File: config.mk
export PLATFORM = sky130hd
export DESIGN_NAME = out_frame_tx
export DESIGN_NICKNAME = d
export VERILOG_FILES = /design/src/rtl/out_frame_pkg.sv /design/src/rtl/tick_edge_sync.sv /design/src/rtl/out_frame_tx.sv
export SDC_FILE = /design/constraint.sdc
export NUM_CORES = 1
export LEC_CHECK = 0
export CORE_UTILIZATION = 50
export DETAILED_ROUTE_END_ITERATION = 6
export PLACE_DENSITY = 0.76
export SYNTH_ARGS = -nofsm -noshare
export SYNTH_HDL_FRONTEND = slang
export SYNTH_HIERARCHICAL = 1
export SYNTH_SLANG_ARGS = --single-unit
File: constraint.sdc
create_clock -name CLK -period 4.75 [get_ports CLK]
set_input_delay 0.475 -clock CLK [delete_from_list [all_inputs] [get_ports CLK]]
set_output_delay 0.475 -clock CLK [all_outputs]
set_load 0.02 [all_outputs]
File: src/rtl/out_frame_pkg.sv
// Shared definitions for the framed serial transmitter: FSM states, frame
// length, default sync byte and the checksum rule.
package out_frame_pkg;

    localparam int unsigned FRAME_BYTES       = 11;
    localparam logic [7:0]  SYNC_BYTE_DEFAULT = 8'hA5;

    typedef enum logic [2:0] {
        IDLE,
        START_BIT,
        DATA,
        STOP_BIT,
        DONE_ST
    } tx_state_t;

    // The sync byte is deliberately left out of the checksum.
    function automatic logic [7:0] frame_checksum(
        input logic [7:0]  flags,
        input logic [15:0] w1,
        input logic [15:0] w2,
        input logic [15:0] w3,
        input logic [15:0] w4
    );
        return flags
             ^ w1[15:8] ^ w1[7:0]
             ^ w2[15:8] ^ w2[7:0]
             ^ w3[15:8] ^ w3[7:0]
             ^ w4[15:8] ^ w4[7:0];
    endfunction

endpackage

File: src/rtl/tick_edge_sync.sv
// Brings the 1 MHz reference into the CLK domain and emits a one-cycle TICK
// on each synchronised rising edge.
module tick_edge_sync (
    input  logic CLK,
    input  logic RST,
    input  logic CLK_1MHz,
    output logic TICK
);

    logic sync1_q;
    logic sync2_q;
    logic prev_q;

    always_ff @(posedge CLK or posedge RST) begin
        if (RST) begin
            sync1_q <= 1'b0;
            sync2_q <= 1'b0;
            prev_q  <= 1'b0;
        end else begin
            sync1_q <= CLK_1MHz;
            sync2_q <= sync1_q;
            prev_q  <= sync2_q;
        end
    end

    assign TICK = sync2_q & ~prev_q;

endmodule

File: src/rtl/out_frame_tx.sv
// Snapshots flags and four words on START and sends them as an 11-byte 8N1
// frame (sync, flags, words hi/lo, checksum) at one bit per reference tick.
module out_frame_tx
    import out_frame_pkg::*;
#(
    parameter logic [7:0] SYNC_BYTE  = SYNC_BYTE_DEFAULT,
    parameter logic       IDLE_LEVEL = 1'b1
) (
    input  logic               CLK,
    input  logic               RST,
    input  logic               CLK_1MHz,
    input  logic               START,
    input  logic [7:0]         FLAGS,
    input  logic [15:0]        WORD1,
    input  logic [15:0]        WORD2,
    input  logic [15:0]        WORD3,
    input  logic signed [15:0] WORD4,
    output logic               TX,
    output logic               BUSY,
    output logic               DONE
);

    logic       tick;

    tx_state_t  state_q;
    tx_state_t  state_n;
    logic [3:0] byte_idx_q;
    logic [3:0] byte_idx_n;
    logic [2:0] bit_idx_q;
    logic [2:0] bit_idx_n;
    logic       tx_q;
    logic       tx_n;
    logic       busy_q;
    logic       busy_n;

    logic [7:0]  flags_q;
    logic [15:0] word1_q;
    logic [15:0] word2_q;
    logic [15:0] word3_q;
    logic [15:0] word4_q;
    logic [7:0]  chk;
    logic [7:0]  cur_byte;
    logic        accept;

    tick_edge_sync u_tick (
        .CLK      (CLK),
        .RST      (RST),
        .CLK_1MHz (CLK_1MHz),
        .TICK     (tick)
    );

    // BUSY is low only in IDLE and in the DONE cycle, so this also admits a
    // back-to-back START coinciding with DONE.
    assign accept = START & ~busy_q;

    always_ff @(posedge CLK or posedge RST) begin
        if (RST) begin
            flags_q <= '0;
            word1_q <= '0;
            word2_q <= '0;
            word3_q <= '0;
            word4_q <= '0;
        end else if (accept) begin
            flags_q <= FLAGS;
            word1_q <= WORD1;
            word2_q <= WORD2;
            word3_q <= WORD3;
            word4_q <= WORD4;
        end
    end

    assign chk = frame_checksum(flags_q, word1_q, word2_q, word3_q, word4_q);

    always_comb begin
        cur_byte = '0;
        case (byte_idx_q)
            4'd0:    cur_byte = SYNC_BYTE;
            4'd1:    cur_byte = flags_q;
            4'd2:    cur_byte = word1_q[15:8];
            4'd3:    cur_byte = word1_q[7:0];
            4'd4:    cur_byte = word2_q[15:8];
            4'd5:    cur_byte = word2_q[7:0];
            4'd6:    cur_byte = word3_q[15:8];
            4'd7:    cur_byte = word3_q[7:0];
            4'd8:    cur_byte = word4_q[15:8];
            4'd9:    cur_byte = word4_q[7:0];
            4'd10:   cur_byte = chk;
            default: cur_byte = '0;
        endcase
    end

    always_ff @(posedge CLK or posedge RST) begin
        if (RST) begin
            state_q    <= IDLE;
            byte_idx_q <= '0;
            bit_idx_q  <= '0;
            tx_q       <= IDLE_LEVEL;
            busy_q     <= 1'b0;
        end else begin
            state_q    <= state_n;
            byte_idx_q <= byte_idx_n;
            bit_idx_q  <= bit_idx_n;
            tx_q       <= tx_n;
            busy_q     <= busy_n;
        end
    end

    // TX is registered alongside the state so it only ever moves on TICK.
    always_comb begin
        state_n    = state_q;
        byte_idx_n = byte_idx_q;
        bit_idx_n  = bit_idx_q;
        tx_n       = tx_q;
        busy_n     = busy_q;

        if (accept) begin
            busy_n = 1'b1;
        end

        case (state_q)
            IDLE: begin
                if (busy_q && tick) begin
                    state_n = START_BIT;
                    tx_n    = 1'b0;
                end
            end
            START_BIT: begin
                if (tick) begin
                    state_n   = DATA;
                    bit_idx_n = '0;
                    tx_n      = cur_byte[0];
                end
            end
            DATA: begin
                if (tick) begin
                    if (bit_idx_q == 3'd7) begin
                        state_n = STOP_BIT;
                        tx_n    = IDLE_LEVEL;
                    end else begin
                        bit_idx_n = bit_idx_q + 3'd1;
                        tx_n      = cur_byte[bit_idx_q + 3'd1];
                    end
                end
            end
            STOP_BIT: begin
                if (tick) begin
                    if (byte_idx_q == 4'(FRAME_BYTES - 1)) begin
                        state_n = DONE_ST;
                        busy_n  = 1'b0;
                    end else begin
                        state_n    = START_BIT;
                        byte_idx_n = byte_idx_q + 4'd1;
                        bit_idx_n  = '0;
                        tx_n       = 1'b0;
                    end
                end
            end
            DONE_ST: begin
                state_n    = IDLE;
                byte_idx_n = '0;
                bit_idx_n  = '0;
            end
            default: begin
                state_n    = IDLE;
                byte_idx_n = '0;
                bit_idx_n  = '0;
                tx_n       = IDLE_LEVEL;
                busy_n     = 1'b0;
            end
        endcase
    end

    assign TX   = tx_q;
    assign BUSY = busy_q;
    assign DONE = (state_q == DONE_ST);

endmodule

==> results.md <==
- Flip-flop and latch area: roughly 0.0022 mm2
- Area share of the leading cell type in the synthesized netlist: 44.8%
- Ratio of cells with drive above 1 in the final layout: between 20% and 30%
- Worst endpoint data arrival time: 3.02 ns
- Vias in the first global route: ~3,400
- Most used DFF post-synth: dfrtp_1
- Initial Utilization: approximately half
- GP Congestion: roughly 0.83
- Final cell count without fillers: between 500 and 600
- Mean Syn Cell Area: around 12 um2
- Synth Register Bits: slightly below 90
- Reg clk slew, reported paths: around 0.090 ns
- Mapped Cells: between 300 and 400
- Area leader, netlist: dfrtp_1
- Crit path time final: around 2.8 ns
- Post-synth EDFFs: 0
- Clock buffer count from CTS: 9
- Commonest cells in the netlist: dfrtp_1, mux2_2, xnor2_1
- PD cells: between 400 and 500 mW/mm2
- Die Y: 100 um
- Critical Path End Type: flip-flop
- Clk sinks: just under 90
- Ant diodes: 0
- First-pass GRT wire length: 16.9 mm
- Die area: 0.0100 mm2
- WL per Instance: 17.5 um
- Hold crit path type: primary input to async pin
- # fillers: between 700 and 800
- I/O pin count: between 70 and 80
- Final core occ: between 60% and 70%
- DR vias/cell: 5.71
- Drc violations: 0
- Post-Syn Area: between 0.004 and 0.005 mm2
- Syn nets: 480
- Root Driver: clkbuf_8
- Max Clock Freq: roughly 360 MHz
- Hold-fix buffers, CTS: 0
- H-tree depth: 3
- Critical Path RT: ~5 ns
- Max Clock Skew: about 0.0074 ns
- Async SR Flop Fraction: 100%
- Placed cells: 581
- Initial antenna violation count: 0
- Tot Pwr: between 0.002 and 0.003 W
- Worst setup margin: just under 2 ns
- Clock buffer depth: 2
- Horiz. Die Dim: roughly 100 um
- Sequential share of the synthesized area: approximately 45%
- Worst setup path category: flip-flop to flip-flop
- Final wirelength: around 10 mm
- Via Count: roughly 3,400
- DP Worst Slack: approximately 2 ns
- Row cnt: 35
- Synth area leaders: dfrtp_1, mux2_2, xnor2_1
- YS warnings: 6
- P&R area growth vs syn: 22.2%
- Clock Latency Late Sink: 0.36 ns
- Crit start category: flip-flop
- CP Max Fanout: 25
- Post-cts sizing count: 0
- Slew HR: about 33%
- Hpwl dp: roughly 7.3 mm
- Synth cell types: 57
- Remaining Overflow, GRT: 0
- Final ANT Viol Nets: 0
- TritonRoute pass-1 iters: 5
- Slew @ Worst Pin: just over 1 ns
- Multi-input gate area: roughly 0.0025 mm2
- Run status: finished, final reports clean
- 1st-iter DRT viols: just under 200
- Maxcap violations: 0
- VDD IR max: between 0.15 and 0.2 mV
- Max Slew Vio Count: 0
- Input/output buffers: 78
- Core Area: between 0.009 and 0.01 mm2
- Fin Setup TNS: 0 ns
- Largest net degree at the start of global routing: 48
- Most common cell in the netlist: dfrtp_1
- Setup Viol. Count Final: 0
- Nets: ~550
- Leakage: roughly 2.4 nW
- Period utilization: between 50% and 60%
- CTS tree: done
- # Post-CTS Setup Buffers: 0
- Final Hold Fails: 0
- RSZ-0062 raised after global routing: false
- Tot GR Track Use: a little over a fifth
layer usage:
metal / share of wire (%) / track usage [%]
met4: 0.92 / 5.91
met1: 45 / 28.9
met5: 0 / 0
met2: 50 / 36.3
met3: 4.5 / 4.81
area by class of cell:
| class | instances | share of cell area [%] |
|---|---|---|
| sequential | 87 | 37.1 |
| timing repair buffer | 81 | 13.7 |
| inverter | 8 | 0.511 |
| multi-input combinational | 276 | 42.2 |
| clock inverter | 5 | 1.41 |
| clock buffer | 10 | 2.34 |
| tap | 129 | 2.75 |
layout by cell type (no fill, tap or decap), types with 5 or more instances in the layout:
cell	instances
a22oi_1	6
inv_1	6
mux2_2	73
nand3_1	7
o21ai_0	8
nor2_1	13
xor2_1	10
a211oi_1	5
xnor3_1	8
a21oi_1	8
dfrtp_1	86
mux2i_1	7
a22o_1	8
ha_1	6
xnor2_1	39
clkbuf_8	10
nand2_1	14
clkdlybuf4s50_1	78
worst paths after layout:
kind,from,to,slack [ns],depth (start not counted)
max in group asynchronous,RST,TX,2.95,3
max reg2reg,byte_idx_q[3],bit_idx_q[0],1.97,5
min reg2reg,u_tick/sync1_q,u_tick/sync2_q,0.36,0
min in group CLK,u_tick/sync1_q,u_tick/sync2_q,0.36,0
max,byte_idx_q[3],bit_idx_q[0],1.97,5
min,RST,u_tick/sync2_q,0.32,2
worst max-delay path, stage by stage, from the launching register on:
cell      delay [ns]
dfrtp_1         0.86
nor2b_1         0.88
nand4_1         0.27
a31oi_1         0.43
nand2b_1        0.16
o21ai_1         0.05
metrics by stage:
step / area (um2) / hold WS (ns)
after floorplan: 4800 / 0.229
after global placement: 5650 / 0.346
after detailed placement: 5650 / 0.342
after CTS: 5870 / 0.318
after global routing: 5870 / 0.330
final: 5870 / 0.325
where the power goes:
group          internal [W]  leakage, nW  switching [W]
combinational      0.000554         1.20       0.000478
clock              0.000309        0.112       0.000268
sequential         0.000858         1.05       0.000195
total               0.00172         2.36       0.000941
logic make-up (layout without fill, tap and decap cells):
family / Yosys count / count (layout) / synth area share, %
muxes: 80 / 80 / 18.6
xor gates and xnor gates: 58 / 58 / 13.2
AOI/OAI and AO/OA: 74 / 74 / 11.8
buffers and inverters: 35 / 104 / 3.20
DFF: 87 / 87 / 45.3
adders and majority gates: 6 / 6 / 1.56
and+or+nand+nor: 58 / 58 / 6.33
state kept, by name (all words and copies together) (netlist names), 3 cells and up:
register / flops
state_q: 3
word2_q: 16
word3_q: 16
flags_q: 8
word4_q: 16
byte_idx_q: 4
word1_q: 16
bit_idx_q: 3
Power figures use the tool's default switching activity.
